`src/rtl/rat_pkg.sv`:
```
// Shared encodings for the rational multiply/divide scheduler.
package rat_pkg;

  localparam int   RAT_NREQ = 2;
  localparam logic OP_MUL   = 1'b0;
  localparam logic OP_DIV   = 1'b1;

  typedef enum logic [1:0] {
    SLOT_IDLE,
    SLOT_BUSY,
    SLOT_FULL
  } slot_e;

endpackage

```
`src/rtl/mul_div.sv`:
```
// Rational multiply/divide datapath, one registered stage.
module mul_div #(
  parameter int WIDTH = 32
) (
  input  logic             clk,
  input  logic             div_i,
  input  logic [WIDTH-1:0] l_num_i,
  input  logic [WIDTH-1:0] l_den_i,
  input  logic [WIDTH-1:0] r_num_i,
  input  logic [WIDTH-1:0] r_den_i,
  output logic [WIDTH-1:0] s_num_o,
  output logic [WIDTH-1:0] s_den_o
);

  logic [WIDTH-1:0] fn;
  logic [WIDTH-1:0] fd;
  logic [WIDTH-1:0] s_num_q;
  logic [WIDTH-1:0] s_den_q;

  // a/b / c/d == a*d / b*c
  always_comb begin
    fn = div_i ? r_den_i : r_num_i;
    fd = div_i ? r_num_i : r_den_i;
  end

  always_ff @(posedge clk) begin
    s_num_q <= l_num_i * fn;
    s_den_q <= l_den_i * fd;
  end

  assign s_num_o = s_num_q;
  assign s_den_o = s_den_q;

endmodule

```
`src/rtl/rr_arb2.sv`:
```
// Two-way round-robin arbiter; last_i names the previous winner.
module rr_arb2 (
  input  logic [1:0] elig_i,
  input  logic       last_i,
  output logic [1:0] gnt_o,
  output logic       last_o
);

  always_comb begin
    gnt_o  = 2'b00;
    last_o = last_i;
    case (elig_i)
      2'b11:   gnt_o = last_i ? 2'b01 : 2'b10;
      2'b01:   gnt_o = 2'b01;
      2'b10:   gnt_o = 2'b10;
      default: gnt_o = 2'b00;
    endcase
    if (|gnt_o) last_o = gnt_o[1];
  end

endmodule

```
`src/rtl/rat_md_sched.sv`:
```
// Two-requester scheduler for the shared mul_div datapath.
// Define RAT_MD_DIVZ_EN to flag divide-by-zero / zero-denominator ops.
module rat_md_sched
  import rat_pkg::*;
#(
  parameter int WIDTH = 32
) (
  input  logic               clk,
  input  logic               rst,
  input  logic [1:0]         req_valid,
  output logic [1:0]         req_ready,
  input  logic [1:0]         req_div,
  input  logic [2*WIDTH-1:0] req_l_num,
  input  logic [2*WIDTH-1:0] req_l_den,
  input  logic [2*WIDTH-1:0] req_r_num,
  input  logic [2*WIDTH-1:0] req_r_den,
  output logic [1:0]         rsp_valid,
  input  logic [1:0]         rsp_ready,
  output logic [2*WIDTH-1:0] rsp_num,
  output logic [2*WIDTH-1:0] rsp_den,
  output logic [1:0]         rsp_err
);

  slot_e            slot_q [RAT_NREQ];
  slot_e            slot_d [RAT_NREQ];
  logic             last_q;
  logic             last_d;
  logic [1:0]       elig;
  logic [1:0]       gnt;
  logic             sel;
  logic             m_div;
  logic [WIDTH-1:0] m_l_num;
  logic [WIDTH-1:0] m_l_den;
  logic [WIDTH-1:0] m_r_num;
  logic [WIDTH-1:0] m_r_den;
  logic [WIDTH-1:0] s_num;
  logic [WIDTH-1:0] s_den;
  logic             fl_v_q;
  logic             fl_tag_q;
  logic [2*WIDTH-1:0] num_q;
  logic [2*WIDTH-1:0] den_q;

  always_comb begin
    elig = '0;
    for (int i = 0; i < RAT_NREQ; i++)
      elig[i] = req_valid[i] && (slot_q[i] == SLOT_IDLE) && !rst;
  end

  rr_arb2 u_arb (
    .elig_i (elig),
    .last_i (last_q),
    .gnt_o  (gnt),
    .last_o (last_d)
  );

  assign req_ready = gnt;
  assign sel       = gnt[1];

  always_comb begin
    m_div   = sel ? req_div[1] : req_div[0];
    m_l_num = sel ? req_l_num[2*WIDTH-1:WIDTH] : req_l_num[WIDTH-1:0];
    m_l_den = sel ? req_l_den[2*WIDTH-1:WIDTH] : req_l_den[WIDTH-1:0];
    m_r_num = sel ? req_r_num[2*WIDTH-1:WIDTH] : req_r_num[WIDTH-1:0];
    m_r_den = sel ? req_r_den[2*WIDTH-1:WIDTH] : req_r_den[WIDTH-1:0];
  end

  mul_div #(.WIDTH(WIDTH)) u_md (
    .clk     (clk),
    .div_i   (m_div == OP_DIV),
    .l_num_i (m_l_num),
    .l_den_i (m_l_den),
    .r_num_i (m_r_num),
    .r_den_i (m_r_den),
    .s_num_o (s_num),
    .s_den_o (s_den)
  );

  always_comb begin
    for (int i = 0; i < RAT_NREQ; i++) begin
      slot_d[i] = slot_q[i];
      unique case (slot_q[i])
        SLOT_IDLE: if (gnt[i]) slot_d[i] = SLOT_BUSY;
        SLOT_BUSY: if (fl_v_q && (fl_tag_q == 1'(i))) slot_d[i] = SLOT_FULL;
        SLOT_FULL: if (rsp_ready[i]) slot_d[i] = SLOT_IDLE;
        default:   slot_d[i] = SLOT_IDLE;
      endcase
    end
  end

  always_ff @(posedge clk) begin
    if (rst) begin
      for (int i = 0; i < RAT_NREQ; i++) slot_q[i] <= SLOT_IDLE;
      last_q   <= 1'b1;
      fl_v_q   <= 1'b0;
      fl_tag_q <= 1'b0;
      num_q    <= '0;
      den_q    <= '0;
    end else begin
      for (int i = 0; i < RAT_NREQ; i++) slot_q[i] <= slot_d[i];
      last_q   <= last_d;
      fl_v_q   <= |gnt;
      fl_tag_q <= sel;
      if (fl_v_q) begin
        if (fl_tag_q) begin
          num_q[2*WIDTH-1:WIDTH] <= s_num;
          den_q[2*WIDTH-1:WIDTH] <= s_den;
        end else begin
          num_q[WIDTH-1:0] <= s_num;
          den_q[WIDTH-1:0] <= s_den;
        end
      end
    end
  end

  always_comb begin
    rsp_valid = '0;
    for (int i = 0; i < RAT_NREQ; i++)
      rsp_valid[i] = (slot_q[i] == SLOT_FULL);
  end

  assign rsp_num = num_q;
  assign rsp_den = den_q;

`ifdef RAT_MD_DIVZ_EN
  logic       iss_err;
  logic       fl_err_q;
  logic [1:0] err_q;

  always_comb begin
    iss_err = (m_div == OP_DIV) ? (m_r_num == '0)
                                : ((m_l_den == '0) || (m_r_den == '0));
  end

  // err travels with the in-flight tag, captured with the result
  always_ff @(posedge clk) begin
    if (rst) begin
      fl_err_q <= 1'b0;
      err_q    <= '0;
    end else begin
      fl_err_q <= iss_err;
      if (fl_v_q) err_q[fl_tag_q] <= fl_err_q;
    end
  end

  assign rsp_err = err_q & rsp_valid;
`else
  assign rsp_err = '0;
`endif

endmodule

```
`config.mk`:
```
export PLATFORM = sky130hd
export DESIGN_NAME = rat_md_sched
export DESIGN_NICKNAME = d
export VERILOG_FILES = /design/src/rtl/rat_pkg.sv /design/src/rtl/mul_div.sv /design/src/rtl/rr_arb2.sv /design/src/rtl/rat_md_sched.sv
export SDC_FILE = /design/constraint.sdc
export NUM_CORES = 2
export LEC_CHECK = 0
export CORE_AREA = 5 5 264 266
export CTS_BUF_LIST = sky130_fd_sc_hd__clkbuf_16
export DETAILED_ROUTE_END_ITERATION = 8
export DIE_AREA = 0 0 269 271
export PLACE_DENSITY = 0.83
export SETUP_SLACK_MARGIN = 0.2
export SLEW_MARGIN = 20
export SYNTH_ARGS = -nofsm -noshare
export SYNTH_HDL_FRONTEND = slang
export SYNTH_SLANG_ARGS = --single-unit
```
`constraint.sdc`:
```
create_clock -name clk -period 13.4 [get_ports clk]
set_clock_uncertainty 0.1 [all_clocks]
set_input_delay 2.68 -clock clk [delete_from_list [all_inputs] [get_ports clk]]
set_output_delay 2.68 -clock clk [all_outputs]
set_load 0.005 [all_outputs]
```
== Yosys cells after proc, flatten, opt, wreduce, memory -nomap -nowiden ==
Memory sizes are Yosys's and may differ from the RTL's.
Cells that the tools add are included.

* Flip-flop bits (word level): 195
* Memory bits (writable): 4
* Input bits: 264
* Output and inout port bits: 134
* Memories: 1

{| class="wikitable"
|+ Memory list
! memory !! depth !! bits a word !! rd ports !! clocked after memory_dff !! write ports !! line !! RTL
|-
| slot_q || 2 || 2 || 2 || 0 || 2 || rat_md_sched.sv:24 || <nowiki>slot_e slot_q [RAT_NREQ];</nowiki>
|}

* $mul: 2
* Equal/unequal tests: 7
* Mux-type cells: 22
* Bitwise operators: 3
* Reductions and logical operators: 12

{| class="wikitable"
|+ Operators with widths
! kind !! count
|-
| 32-bit two-way mux || 6
|-
| 32-bit by 32-bit multiplier with 32-bit output || 2
|-
| 2-bit two-way mux || 9
|-
| 2-bit case mux with 3 select lines || 3
|-
| 2-bit == test (second input constant) || 4
|-
| 2-bit by 1-bit == test with 1-bit output (second input constant) || 3
|-
| 1-bit logical AND || 6
|-
| 2-bit zero test || 2
|-
| 1-bit two-way mux || 4
|-
| 2-bit AND reduction || 2
|-
| 1-bit bitwise OR || 2
|-
| 2-bit OR reduction || 1
|-
| 1-bit zero test || 1
|-
| 1-bit NOT || 1
|}

== Depth between registers and ports, before layout ==
An unclocked memory read counts as a cell.

* Depth in word-level cells: 9
* Gate-level depth with buffers: 38

== Hierarchy ==
From an unflattened synthesis, not the netlist that was laid out.

* Cells, all modules: 4380
* Area, all modules: 39990.9 um^2

{| class="wikitable"
|+ By module, submodules not included
! module !! instances !! cells each !! area an instance (um^2) !! seq. area each (um^2)
|-
| mul_div || 1 || 3644 || 33514.6 || 1281.2
|-
| rat_md_sched || 1 || 731 || 6447.4 || 2702.6
|-
| rr_arb2 || 1 || 5 || 28.8 || 0.0
|}

== Least setup slack after synthesis ==
Ideal clock, no wire load.

* Kind: input to register
* Start: input port rst
* End: register u_md.s_den_q[25], in the netlist u_md.s_den_o[25]
* Library setup time: 62 ps
* Data arrival time: 11126 ps
* Data required time: 13238 ps
* Setup slack: 2112 ps
* Cell stages on the path: 36
* Buffers on the path: 8
* Cells stage by stage: buf_6 or4b_1 buf_2 a21o_4 inv_6 buf_4 buf_4 buf_4 buf_2 clkbuf_1 mux2i_1 nor2_1 fa_1 fa_1 fa_1 inv_1 fa_1 inv_1 fa_1 inv_1 fa_1 inv_1 fa_1 fa_1 ha_1 clkbuf_1 nand4_1 nor2_1 nand3_1 o21ai_0 a31oi_1 a21oi_1 o21ai_0 a21boi_0 or4_1 nand3_1

* Longest elaborated chain between the ends: 7
* Elaborated cells on any way between the ends: 13

{| class="wikitable"
|+ RTL lines
! what !! line !! RTL
|-
| start, declared || rat_md_sched.sv:9 || <nowiki>input logic rst,</nowiki>
|-
| 1-bit zero test * || rat_md_sched.sv:46 || <nowiki>elig[i] = req_valid[i] && (slot_q[i] == SLOT_IDLE) && !rst;</nowiki>
|-
| 1-bit logical AND || rat_md_sched.sv:46 ||
|-
| 2-bit == test or 2-bit by 1-bit == test with 1-bit output (tied branches) || rr_arb2.sv:12 || <nowiki>case (elig_i)</nowiki>
|-
| 2-bit case mux with 3 select lines * || rr_arb2.sv:12 ||
|-
| 32-bit two-way mux (tied with other cells) || rat_md_sched.sv:64 || <nowiki>m_r_den = sel ? req_r_den[2*WIDTH-1:WIDTH] : req_r_den[WIDTH-1:0];</nowiki>
|-
| 32-bit two-way mux || mul_div.sv:23 || <nowiki>fd = div_i ? r_num_i : r_den_i;</nowiki>
|-
| 32-bit by 32-bit multiplier with 32-bit output * || mul_div.sv:28 || <nowiki>s_den_q <= l_den_i * fd;</nowiki>
|-
| end signal, assigned || mul_div.sv:28 ||
|-
| end, declared || mul_div.sv:18 || <nowiki>logic [WIDTH-1:0] s_den_q;</nowiki>
|}

Mark *: on every way between the ends. The rest lies on a longest branch, timed or not.
A chain may end at the register's enable or synchronous reset.

== Worst setup path in the final report ==
* Start: input port req_valid[1]
* End: register u_md.s_num_q[30], in the netlist u_md.s_num_o[30]

* Longest elaborated chain between the ends: 7
* Elaborated cells on any way between the ends: 12

{| class="wikitable"
|+ RTL lines
! what !! line !! RTL
|-
| start, declared || rat_md_sched.sv:10 || <nowiki>input logic [1:0] req_valid,</nowiki>
|-
| 1-bit logical AND * (2 in a row) || rat_md_sched.sv:46 ||
|-
| 2-bit == test or 2-bit by 1-bit == test with 1-bit output (tied branches) || rr_arb2.sv:12 ||
|-
| 2-bit case mux with 3 select lines * || rr_arb2.sv:12 ||
|-
| 32-bit two-way mux (tied with other cells) || rat_md_sched.sv:63 || <nowiki>m_r_num = sel ? req_r_num[2*WIDTH-1:WIDTH] : req_r_num[WIDTH-1:0];</nowiki>
|-
| 32-bit two-way mux || mul_div.sv:22 || <nowiki>fn = div_i ? r_den_i : r_num_i;</nowiki>
|-
| 32-bit by 32-bit multiplier with 32-bit output * || mul_div.sv:27 || <nowiki>s_num_q <= l_num_i * fn;</nowiki>
|-
| end signal, assigned || mul_div.sv:27 ||
|-
| end, declared || mul_div.sv:17 || <nowiki>logic [WIDTH-1:0] s_num_q;</nowiki>
|}

Marked as above.

==> impl_metrics.toml <==
[logic_synthesis]
async_flop_share_pct = 0
yosys_register_bits = 199
synth.avg_cell_area_um2 = 8.60
synth-seq-area-share_pct = 9.98
synth_edf_count = 0
synth_area_mm2 = 0.0399
synthesis.instances = 4644
synth_top_flop_cell = "dfxtp_1"
ys_warn_count = 0
yosys.cell_types.count = 67

[clock_network]
cts_tree = "done"
root_buffer = "clkbuf_16"
cts_setup_buffers = 0
path_clk_slew_ns = 0.08
clk_latency_ns = 0.44
htreeDepth = 4
numClockSinks = 199
post_cts_resized = 0
hold_buffers = 0
cts_made_buffers = 17
clockBufferDepth = 2

[global_route]
grtUsageMet1_pct = 45.8
gr-usage-all-layers_pct = 35.8
use_met3_pct = 11.2
grt_pass1_vias = 35400
grt_pass1_wl_um = 201000
grt-ovfl-total = 0
grt_busiest_layer = "met2"
grt_start_max_net_pins = 124
antenna_found_initial = 10
grt.met2_usage_pct = 54.4

[setup_path]
worstPathArrival_ns = 12.71
worst-setup-path-type = "in2reg"
cp_common_cell = "fa_1"
worstPathRequired_ns = 13.63
crit_fanout = 82
cp_slowest_stage_delay_ns = 0.81
cpMaxStageDelayCell = "a311oi_1"
worst_setup_path_end_kind = "register"
r2r_cells = 25
start_kind = "primary input"

[sta]
hold_viol = 0
slew_violations = 0
fmax_mhz = 80.1
tightest_slew_ns = 1.09
finalCritPeriodShare_pct = 93.1
rsz0062_at_grt = "no"
whs_ns = 0.352
max-slew-margin-rel_pct = 26.0
tns_ns = 0
setup_viol = 0
min_period_ns = 12.48

[drt]
wl_um = 131000
drt_iter0_drc = 3551
wire_per_inst_um = 22.4
drt.antenna.violating_nets = 0
viasPerCell = 5.82
firstDrtPassIters = 9
vias = 34000
drc = 6

[outcome]
failed_checks = "DRC"
status = "finished, violations left"

[floorplanning]
dieHeight_um = 271
initial_utilization_pct = 59.8
core_area_mm2 = 0.0668
die_area_mm2 = 0.0729
die_x_um = 269
num_rows = 95
ioPinCount = 398

[place]
port-buffer-count = 395
hpwl_um = 108000
gp_congestion = 1.01

[hold_path]
hold_path_depth = 2
hp-class = "reg2reg"

[cells_and_area]
drive_above_1_share_pct = 4.44
utilization_pct = 67.9
nNetsFinal = 6271
seqCellArea_mm2 = 0.00398
multi_input_area_mm2 = 0.0320
areaGrowthSynthToFinish_pct = 13.6
num-fill-cells = 5388

[job]
drv_cap = 0
## cells in the mapped netlist (all sizes together), types with 9 or more instances
cell type / n / area (um^2)
fa: 816 / 16300
xnor2: 150 / 1310
inv: 828 / 3110
nand2b: 70 / 438
a211oi: 18 / 135
nor2: 601 / 2260
ha: 246 / 3080
mux2i: 161 / 1650
xor2: 18 / 158
o21a: 21 / 159
o21bai: 12 / 90.1
mux2: 61 / 698
and2: 28 / 175
clkbuf: 143 / 537
dfxtp: 199 / 3980
a21o: 36 / 278
nor3: 9 / 45.0
a21oi: 184 / 936
nor2b: 25 / 156
nand2: 843 / 3170
buf: 48 / 324
o21ai: 50 / 292
## kinds of logic (layout without fill, tap and decap cells)
family	Yosys count	count (layout)	share of synthesized area (%)
buffers and inverters	1019	1332	9.95
flip-flops	199	199	9.98
other	1	9	0.00939
AND/OR/NAND/NOR	1623	1623	16.5
AO/OA/AOI/OAI	347	347	5.24
adder cells (fa/ha/maj)	1062	1062	48.6
XOR/XNOR	171	171	3.85
multiplexers	222	222	5.87
## final cells by class
class | count | area share, %
Clock inverter | 15 | 0.301
Antenna cell | 7 | 0.0386
Timing Repair Buffer | 472 | 10.0
Clock buffer | 17 | 0.938
Multi-Input combinational cell | 3427 | 70.7
Sequential cell | 199 | 8.79
Inverter | 828 | 6.86
Tap cell | 873 | 2.41
## path summary, 6_finish.rpt
| path | from | endpoint | slack (ns) |
|---|---|---|---|
| setup / recovery | req_valid[1] | u_md.s_num_o[30] | 0.92 |
| hold / removal | u_md.s_num_o[18] | rsp_num[50] | 0.35 |
| setup reg to reg | slot_q[0][3] | u_md.s_num_o[30] | 3.30 |
| hold reg to reg | u_md.s_num_o[18] | rsp_num[50] | 0.35 |
## critical path, delay by kind of cell
kind / cells / cell delay, ns
AO/OA/AOI/OAI: 4 / 1.67
XOR/XNOR: 1 / 0.18
adder cells (fa/ha/maj): 9 / 4.39
buffers and inverters: 7 / 1.69
multiplexers: 1 / 0.66
AND/OR/NAND/NOR: 4 / 1.30
## layer usage
metal,up-vias,wire length [um]
li1,14500,-
met1,16500,46700
met2,2376,57100
met3,549,17600
met4,4,9060
met5,-,23
## registers in the layout, summed over array words and instances (netlist names)
register	count
slot_q	4
rsp_den	64
rsp_num	64
u_md.s_den_o	32
fl_v_q	1
u_md.s_num_o	32
fl_tag_q	1
last_q	1
## through the flow
| stage | cell area, um^2 | cells | setup slack [ns] |
|---|---|---|---|
| finish | 45300 | 5838 | 0.921 |
| global route | 45300 | 5833 | 0.465 |
| CTS | 45300 | 5831 | 1.07 |
| detailed placement | 44800 | 5799 | 0.626 |
| global placement | 44800 | 5799 | 0.926 |
| floorplan | 39900 | 4645 | 2.11 |
## layout by cell type, fill, tap and decap left out, types with 7 or more instances in the layout
cell / synthesis / final
a211oi_1: 18 / 18
a21o_1: 35 / 35
a21oi_1: 180 / 179
a31oi_1: 8 / 8
and2_1: 28 / 27
buf_4: 6 / 79
clkbuf_16: 0 / 17
clkdlybuf4s50_1: 0 / 392
dfxtp_1: 199 / 199
diode_2: 0 / 7
fa_1: 816 / 816
ha_1: 246 / 246
inv_1: 827 / 827
mux2_2: 58 / 58
mux2i_1: 152 / 145
mux2i_2: 9 / 15
nand2_1: 842 / 841
nand2b_1: 70 / 69
nand4_1: 8 / 8
nor2_1: 601 / 601
nor2b_1: 25 / 24
nor3_1: 9 / 9
o21a_1: 20 / 20
o21ai_0: 31 / 26
o21ai_1: 14 / 15
o21bai_1: 12 / 12
or2_2: 8 / 8
xnor2_1: 150 / 150
xor2_1: 18 / 18
Power is not shown: default switching activity piles up to over one toggle a cycle in this logic, so the estimate is an artifact.
